--- src/rtl/tiny_fpga_cfg_loader.sv ---
// Configuration sequencer for the tiny_fpga_2x2 fabric: serializes host words
// into bitstream beats, then waits for cfg_ready (with timeout) before enabling run.
module tiny_fpga_cfg_loader #(
  parameter int HOST_WIDTH           = 8,
  parameter int BITSTREAM_DATA_WIDTH = 1,
  parameter int BITSTREAM_BEATS      = 64,
  parameter int TIMEOUT_CYCLES       = 255
) (
  input  logic                            clk,
  input  logic                            rst,
  input  logic                            start,
  input  logic                            host_valid,
  output logic                            host_ready,
  input  logic [HOST_WIDTH-1:0]           host_data,
  output logic                            cfg,
  output logic                            bs_tvalid,
  input  logic                            bs_tready,
  output logic [BITSTREAM_DATA_WIDTH-1:0] bs_tdata,
  output logic                            bs_tlast,
  input  logic                            cfg_ready,
  output logic                            run,
  output logic                            busy,
  output logic                            done,
  output logic                            error
);

  localparam int BEATS_PER_WORD = HOST_WIDTH / BITSTREAM_DATA_WIDTH;
  localparam int BEAT_W         = $clog2(BITSTREAM_BEATS) + 1;
  localparam int SUB_W          = $clog2(BEATS_PER_WORD) + 1;
  localparam int TO_W           = $clog2(TIMEOUT_CYCLES) + 1;

  localparam logic [BEAT_W-1:0] LAST_BEAT = BEAT_W'(BITSTREAM_BEATS - 1);
  localparam logic [SUB_W-1:0]  LAST_SUB  = SUB_W'(BEATS_PER_WORD - 1);
  localparam logic [TO_W-1:0]   TO_LIMIT  = TO_W'(TIMEOUT_CYCLES);

  typedef enum logic [2:0] {
    S_IDLE,
    S_LOAD,
    S_WAIT_DONE,
    S_RUN,
    S_ERROR
  } state_t;

  state_t                  state_reg;
  logic [HOST_WIDTH-1:0]   shift_reg;
  logic [BEAT_W-1:0]       beat_cnt_reg;
  logic [SUB_W-1:0]        sub_cnt_reg;
  logic [TO_W-1:0]         to_cnt_reg;
  logic [TO_W-1:0]         to_cnt_next;
  logic                    word_fire;
  logic                    beat_fire;

  assign word_fire   = host_valid && host_ready;
  assign beat_fire   = bs_tvalid && bs_tready;
  assign to_cnt_next = to_cnt_reg + TO_W'(1);

  always_ff @(posedge clk) begin
    if (rst) begin
      state_reg    <= S_IDLE;
      shift_reg    <= '0;
      beat_cnt_reg <= '0;
      sub_cnt_reg  <= '0;
      to_cnt_reg   <= '0;
      host_ready   <= 1'b0;
      cfg          <= 1'b0;
      bs_tvalid    <= 1'b0;
      bs_tdata     <= '0;
      bs_tlast     <= 1'b0;
      run          <= 1'b0;
      busy         <= 1'b0;
      done         <= 1'b0;
      error        <= 1'b0;
    end else begin
      case (state_reg)
        S_IDLE, S_RUN, S_ERROR: begin
          if (start) begin
            state_reg    <= S_LOAD;
            beat_cnt_reg <= '0;
            sub_cnt_reg  <= '0;
            to_cnt_reg   <= '0;
            host_ready   <= 1'b1;
            cfg          <= 1'b1;
            busy         <= 1'b1;
            bs_tvalid    <= 1'b0;
            bs_tlast     <= 1'b0;
            run          <= 1'b0;
            done         <= 1'b0;
            error        <= 1'b0;
          end
        end

        S_LOAD: begin
          // host_ready is only high while the buffer is empty, so a word
          // capture and a beat handshake can never coincide.
          if (word_fire) begin
            host_ready  <= 1'b0;
            bs_tvalid   <= 1'b1;
            bs_tdata    <= host_data[BITSTREAM_DATA_WIDTH-1:0];
            shift_reg   <= host_data >> BITSTREAM_DATA_WIDTH;
            sub_cnt_reg <= '0;
            bs_tlast    <= (beat_cnt_reg == LAST_BEAT);
          end else if (beat_fire) begin
            beat_cnt_reg <= beat_cnt_reg + BEAT_W'(1);
            if (bs_tlast) begin
              bs_tvalid  <= 1'b0;
              bs_tlast   <= 1'b0;
              host_ready <= 1'b0;
              to_cnt_reg <= '0;
              state_reg  <= S_WAIT_DONE;
            end else if (sub_cnt_reg == LAST_SUB) begin
              bs_tvalid  <= 1'b0;
              host_ready <= 1'b1;
            end else begin
              bs_tdata    <= shift_reg[BITSTREAM_DATA_WIDTH-1:0];
              shift_reg   <= shift_reg >> BITSTREAM_DATA_WIDTH;
              sub_cnt_reg <= sub_cnt_reg + SUB_W'(1);
              bs_tlast    <= ((beat_cnt_reg + BEAT_W'(1)) == LAST_BEAT);
            end
          end
        end

        S_WAIT_DONE: begin
          // The entry cycle counts as the first waiting cycle; cfg_ready is
          // checked first so it wins on the final waiting cycle.
          if (cfg_ready) begin
            state_reg <= S_RUN;
            cfg       <= 1'b0;
            busy      <= 1'b0;
            run       <= 1'b1;
            done      <= 1'b1;
          end else if (to_cnt_next == TO_LIMIT) begin
            state_reg  <= S_ERROR;
            to_cnt_reg <= to_cnt_next;
            cfg        <= 1'b0;
            busy       <= 1'b0;
            run        <= 1'b0;
            error      <= 1'b1;
          end else begin
            to_cnt_reg <= to_cnt_next;
          end
        end

        default: state_reg <= S_IDLE;
      endcase
    end
  end

endmodule

--- config.mk ---
export PLATFORM = sky130hd
export DESIGN_NAME = tiny_fpga_cfg_loader
export DESIGN_NICKNAME = d
export VERILOG_FILES = /design/src/rtl/tiny_fpga_cfg_loader.sv
export SDC_FILE = /design/constraint.sdc
export NUM_CORES = 1
export LEC_CHECK = 0
export ABC_AREA = 1
export BUFFER_PORTS_ARGS = -buffer_cell sky130_fd_sc_hd__buf_2
export CORE_MARGIN = 1.5
export CORE_UTILIZATION = 25
export DETAILED_ROUTE_END_ITERATION = 8
export GPL_TIMING_DRIVEN = 1
export PLACE_DENSITY = 0.5
export SKIP_LAST_GASP = 1
export SYNTH_ARGS = -nofsm -noshare
export SYNTH_HDL_FRONTEND = slang
export SYNTH_SLANG_ARGS = --single-unit
--- constraint.sdc ---
create_clock -name clk -period 2.9 [get_ports clk]
set_clock_uncertainty 0.15 [all_clocks]
set_input_delay 0.29 -clock clk [delete_from_list [all_inputs] [get_ports clk]]
set_output_delay 0.29 -clock clk [all_outputs]
set_load 0.005 [all_outputs]
### Word-level counts from Yosys, hierarchy flattened

Index checks and enable logic that the tools add are counted.

* add/sub/neg operators: 3
* multiply operators: 0
* divide/modulo/power cells: 0
* magnitude comparators: 0
* equal/unequal tests: 22
* shift operators: 0
* mux-type cells: 58
* bitwise gates (word level): 0
* reductions and logical operators: 18

Operators by type and width (count)
* 9-bit 2-to-1 mux: 5
* 8-bit 2-to-1 mux: 4
* 9-bit one-hot mux with 3 select lines: 1
* 1-bit 2-to-1 mux: 24
* 7-bit 2-to-1 mux: 3
* 4-bit 2-to-1 mux: 5
* 3-bit 2-to-1 mux: 6
* 2-bit inequality test, second input constant: 8
* 4-bit AND reduction: 4
* 7-bit by 6-bit == test with 1-bit output, second input constant: 2
* 1-bit one-hot mux with 2 select lines: 7
* 7-bit one-hot mux with 2 select lines: 1
* 3-bit inequality test, second input constant: 4
* 5-bit AND reduction: 2
* 9-bit by 1-bit adder with 9-bit output, second input constant: 1
* 9-bit by 8-bit == test with 1-bit output, second input constant: 1
* 3-bit one-hot mux with 3 select lines: 1
* 3-bit AND reduction: 3
* 4-bit one-hot mux with 2 select lines: 1
* 7-bit by 1-bit adder with 7-bit output, second input constant: 1
* 3-bit by 2-bit == test with 1-bit output, second input constant: 2
* 6-bit AND reduction: 1
* 2-bit nonzero test: 3
* 4-bit by 1-bit adder with 4-bit output, second input constant: 1
* other kinds (9): 10

* flip-flop bits (word level): 39
* latch bits: 0
* memory bits (writable): 0
* ROM bits: 0
* input port bits: 14
* output and inout port bits: 9
* logic and storage cells: 114
* memories: 0

### Logic depth before layout (Yosys ltp)

* depth in word-level cells: 7
* depth in mapped cells: 14
* depth with buffers taken out: 14

### Least setup slack after synthesis

OpenSTA, ideal clock, no wires.

* path type: register to register
* start point: reg to_cnt_reg[1]
* end point: reg run
* library setup time: 0.113 ns
* arrival: 1.421 ns
* required time: 2.637 ns
* path slack: 1.217 ns
* stages on the path, launching flop included: 13
* buffers on the path: 0
* period minus slack after synthesis: 1.683 ns
* cell sequence: dfxtp_1 ha_1 nand2_1 inv_1 nand3_1 nand2_1 nand2_1 nor2_4 nand3_2 nand2_2 nand2_1 nor2_1 nor2_1

* longest elaborated chain between the ends: 4

RTL lines
* start, declared: line 48 `logic [TO_W-1:0] to_cnt_reg;`
* start signal, assigned: line 133 `to_cnt_reg <= to_cnt_next;`
* start signal, assigned: line 139 `to_cnt_reg <= to_cnt_next;`
* 9-bit by 1-bit adder with 9-bit output: line 55 `assign to_cnt_next = to_cnt_reg + TO_W'(1);`
* 9-bit by 8-bit == test with 1-bit output: line 131 `end else if (to_cnt_next == TO_LIMIT) begin`
* 3-bit inequality test (no source line)
* 3-bit AND reduction (no source line)
* end signal, assigned: line 69 `run <= 1'b0;`
* end signal, assigned: line 129 `run <= 1'b1;`
* end signal, assigned: line 136 `run <= 1'b0;`
* end, declared: line 21 `output logic run,`

Every way passes these cells.
A chain may end at the register's enable or synchronous reset.

### Final worst setup path

* start point: reg state_reg[1]
* end point: reg to_cnt_reg[1]

* longest elaborated chain between the ends: 4
* elaborated cells between the ends (all ways): 14
* classes of those cells: eq/ne (9); mux (1); reduce/logical (4)

RTL lines
* start, declared: line 44 `state_t state_reg;`
* start signal, assigned: line 59 `state_reg <= S_IDLE;`
* start signal, assigned: line 77 `state_reg <= S_LOAD;`
* start signal, assigned: line 109 `state_reg <= S_WAIT_DONE;`
* 3-bit by 2-bit == test with 1-bit output (tied with other cells): line 74 `case (state_reg)`
* 3-bit OR reduction: line 74
* 2-bit inequality test (no source line) or 3-bit nonzero test (tied branches)
* 6-bit AND reduction (no source line)

Parallel ways exist; a longest one is shown, timed or not.

==> impl_metrics.json <==
{
  "arrival_ns": 2.00,
  "worst_setup_path_end_kind": "flop",
  "ir_drop_mv": 0.392,
  "p_leak_nw": 0.972,
  "drv_slew": 0,
  "max_clock_freq_ghz": 0.508,
  "antenna_found_initial": 0,
  "tightest_slew_ns": 0.486,
  "coreArea_sq_um": 8300,
  "setup_viol": 0,
  "wl_met2_mm": 2.00,
  "fin_crit_sh": 0.678,
  "status": "completed",
  "min_period_ns": 1.97,
  "die_h_um": 96.1,
  "grt_max_degree": 21,
  "wl_met3_um": 165,
  "dp_cells": 405,
  "io_pins": 23,
  "dpl-instance-area_sq_um": 2360,
  "path_max_fanout": 13,
  "drt_iter0_drc": 58,
  "synth_cells": 285,
  "grt-ovfl-total": 0,
  "top_layer": "met4",
  "clkLatencyLatePin_ns": 0.29,
  "drt_first_pass_iters": 4,
  "root_buffer": "clkbuf_8",
  "crit_type": "reg2reg",
  "via_per_inst": 4.49,
  "crit_required_ns": 2.93,
  "maxCapViolations": 0,
  "synth.avg_cell_area_sq_um": 7.61,
  "cts_htree_levels": 2,
  "largest_reg_flops": 9,
  "gp_congestion": 0.768,
  "cts.reportedPaths.clkPinSlew_ns": 0.08,
  "synth_seq_cells": 38,
  "cts_buffers": 5,
  "cts_setup_buffers": 0,
  "hold_path_class": "in2reg",
  "rows": 33,
  "grt_pass1_wl_mm": 8.09,
  "cts_max_path_buffers": 2,
  "cts_tree": "built",
  "cts.repair.resized": 0,
  "wl_per_cell_um": 11.3,
  "portBuffers": 22,
  "rsz0062_at_grt": "no",
  "power.density_nw_per_um2": 715,
  "die_x_um": 96.1,
  "cp-start-kind": "flop",
  "holdBufCountCts": 0,
  "final_nets": 326,
  "instances_no_fill": 413,
  "postRouteAntennaNets": 0,
  "syn_area_sq_um": 2170,
  "synth_nets": 304,
  "start_util": 0.261,
  "grt_usage": 0.114,
  "yosysSeqAreaShare": 0.351,
  "diodes": 0,
  "fin_setup_tns_ns": 0,
  "cts_num_sinks": 38,
  "hold_viol_final": 0,
  "final_util": 0.295,
  "area_delta_synth_final_pct": 13.0,
  "die_area_sq_um": 9240,
  "wirelength_mm": 4.67,
  "fin_area_sq_um": 2450,
  "via_count": 1853,
  "slew_headroom": 0.676,
  "wl_met1_mm": 2.43,
  "hpwlAfterDp_mm": 3.47,
  "synth_cell_types": 40,
  "ys_warn_count": 0,
  "drive_gt1_frac": 0.244,
  "drc": 0,
  "first_global_vias": 1743
}
==> synth_stat cells <==
| master | number | share of area |
|---|---|---|
| o21bai_1 | 3 | 0.010 |
| nor3b_1 | 1 | 0.0035 |
| nand4_2 | 1 | 0.0058 |
| a22oi_1 | 1 | 0.0035 |
| o32ai_1 | 1 | 0.0040 |
| nand3_1 | 16 | 0.037 |
| buf_12 | 1 | 0.0092 |
| a31oi_1 | 7 | 0.020 |
| nand3_2 | 4 | 0.018 |
| nand3b_1 | 1 | 0.0035 |
| a211oi_2 | 5 | 0.029 |
| nor3_1 | 1 | 0.0023 |
| buf_2 | 1 | 0.0023 |
| dfxtp_1 | 38 | 0.35 |
| inv_1 | 30 | 0.052 |
| xor2_1 | 4 | 0.016 |
| nor4_2 | 1 | 0.0058 |
| nand4_1 | 4 | 0.012 |
| ha_1 | 5 | 0.029 |
| a21oi_2 | 4 | 0.016 |
| a211oi_1 | 1 | 0.0035 |
| o211a_1 | 2 | 0.0092 |
| o31ai_1 | 1 | 0.0035 |
| o21ai_2 | 3 | 0.012 |
| nor2_1 | 14 | 0.024 |
| nand2_1 | 58 | 0.10 |
| a21oi_4 | 1 | 0.0075 |
| o21ai_0 | 12 | 0.028 |
| a21oi_1 | 23 | 0.053 |
| inv_2 | 7 | 0.012 |
| nor2_2 | 3 | 0.0087 |
| o21ai_1 | 2 | 0.0046 |
| clkbuf_1 | 3 | 0.0052 |
| nand2_2 | 7 | 0.020 |
| xnor2_1 | 3 | 0.012 |
| buf_4 | 3 | 0.010 |
| nand2_4 | 3 | 0.016 |
| nor2_4 | 5 | 0.026 |
| clkinv_2 | 1 | 0.0023 |
| or2_0 | 4 | 0.012 |
==> worst paths after layout <==
kind / from / end / slack (ns) / depth (start not counted)
hold reg to reg: error$_SDFFE_PP0P_ / error$_SDFFE_PP0P_ / 0.30 / 2
setup / recovery: state_reg[1]$_SDFFE_PP0P_ / to_cnt_reg[1]$_SDFFE_PP0P_ / 0.93 / 8
setup reg to reg: state_reg[1]$_SDFFE_PP0P_ / to_cnt_reg[1]$_SDFFE_PP0P_ / 0.93 / 8
hold / removal: host_data[7] / shift_reg[6]$_SDFFE_PP0P_ / 0.10 / 3
==> metal layers <==
metal / up-vias / track usage
met5: - / 0
met4: 0 / 0.0380
met3: 6 / 0.0261
met2: 30 / 0.176
met1: 832 / 0.155
li1: 985 / -
==> critical path, cell delays in order, from the launching register on <==
cell and delay [ns]:
dfxtp_1 0.37, nand2_2 0.10, nor2_4 0.29, inv_2 0.13
nor2_4 0.15, nor2_1 0.09, nand2_4 0.19, inv_1 0.15
o211a_1 0.23
==> cells by family after synthesis <==
group                    Yosys count  synth area share
buffers and inverters             46            0.0935
adder cells (fa/ha/maj)            5            0.0289
AND/OR/NAND/NOR                  123             0.294
XOR/XNOR                           7            0.0283
flip-flops                        38             0.351
AO/OA/AOI/OAI                     66             0.204
==> power by group <==
group	internal, W	switching, W	total (W)
sequential	0.000611	0.0000778	0.000689
combinational	0.000230	0.000449	0.000680
clock	0.000192	0.000191	0.000383
total	0.00103	0.000718	0.00175
==> per-stage QoR <==
stage                     power (W)  hold WS [ns]  setup slack [ns]
final                       0.00175         0.104             0.933
after global routing        0.00190         0.110             0.745
after CTS                   0.00177         0.100             0.933
after detailed placement    0.00138         0.290             0.897
after global placement      0.00139         0.287             0.926
after floorplan             0.00127         0.284              1.22
==> cells in the final DEF (no fill, tap or decap), types with 4 or more instances in the layout <==
cell      Yosys  layout
ha_1          5       5
nand3_1      16      16
nor2_1       14      14
nor2_4        5       5
inv_1        30      30
clkbuf_8      0       6
nand3_2       4       4
o21ai_0      12      12
a21oi_1      23      23
nand4_1       4       4
inv_2         7       7
or2_0         4       4
a31oi_1       7       7
a211oi_2      5       5
nand2_1      58      58
nand2_2       7       7
buf_2         1      22
xor2_1        4       4
a21oi_2       4       4
dfxtp_1      38      38
==> area by class of cell <==
class                   count  area [sq um]
fillers                   894          5850
multi-input cells         201          1200
flip-flops and latches     38           761
inverters                  38           144
well taps                 105           131
repair buffers             23           118
clock buffers               7          86.3
clock inverters             1          5.00
(Power assumes the default switching activity.)
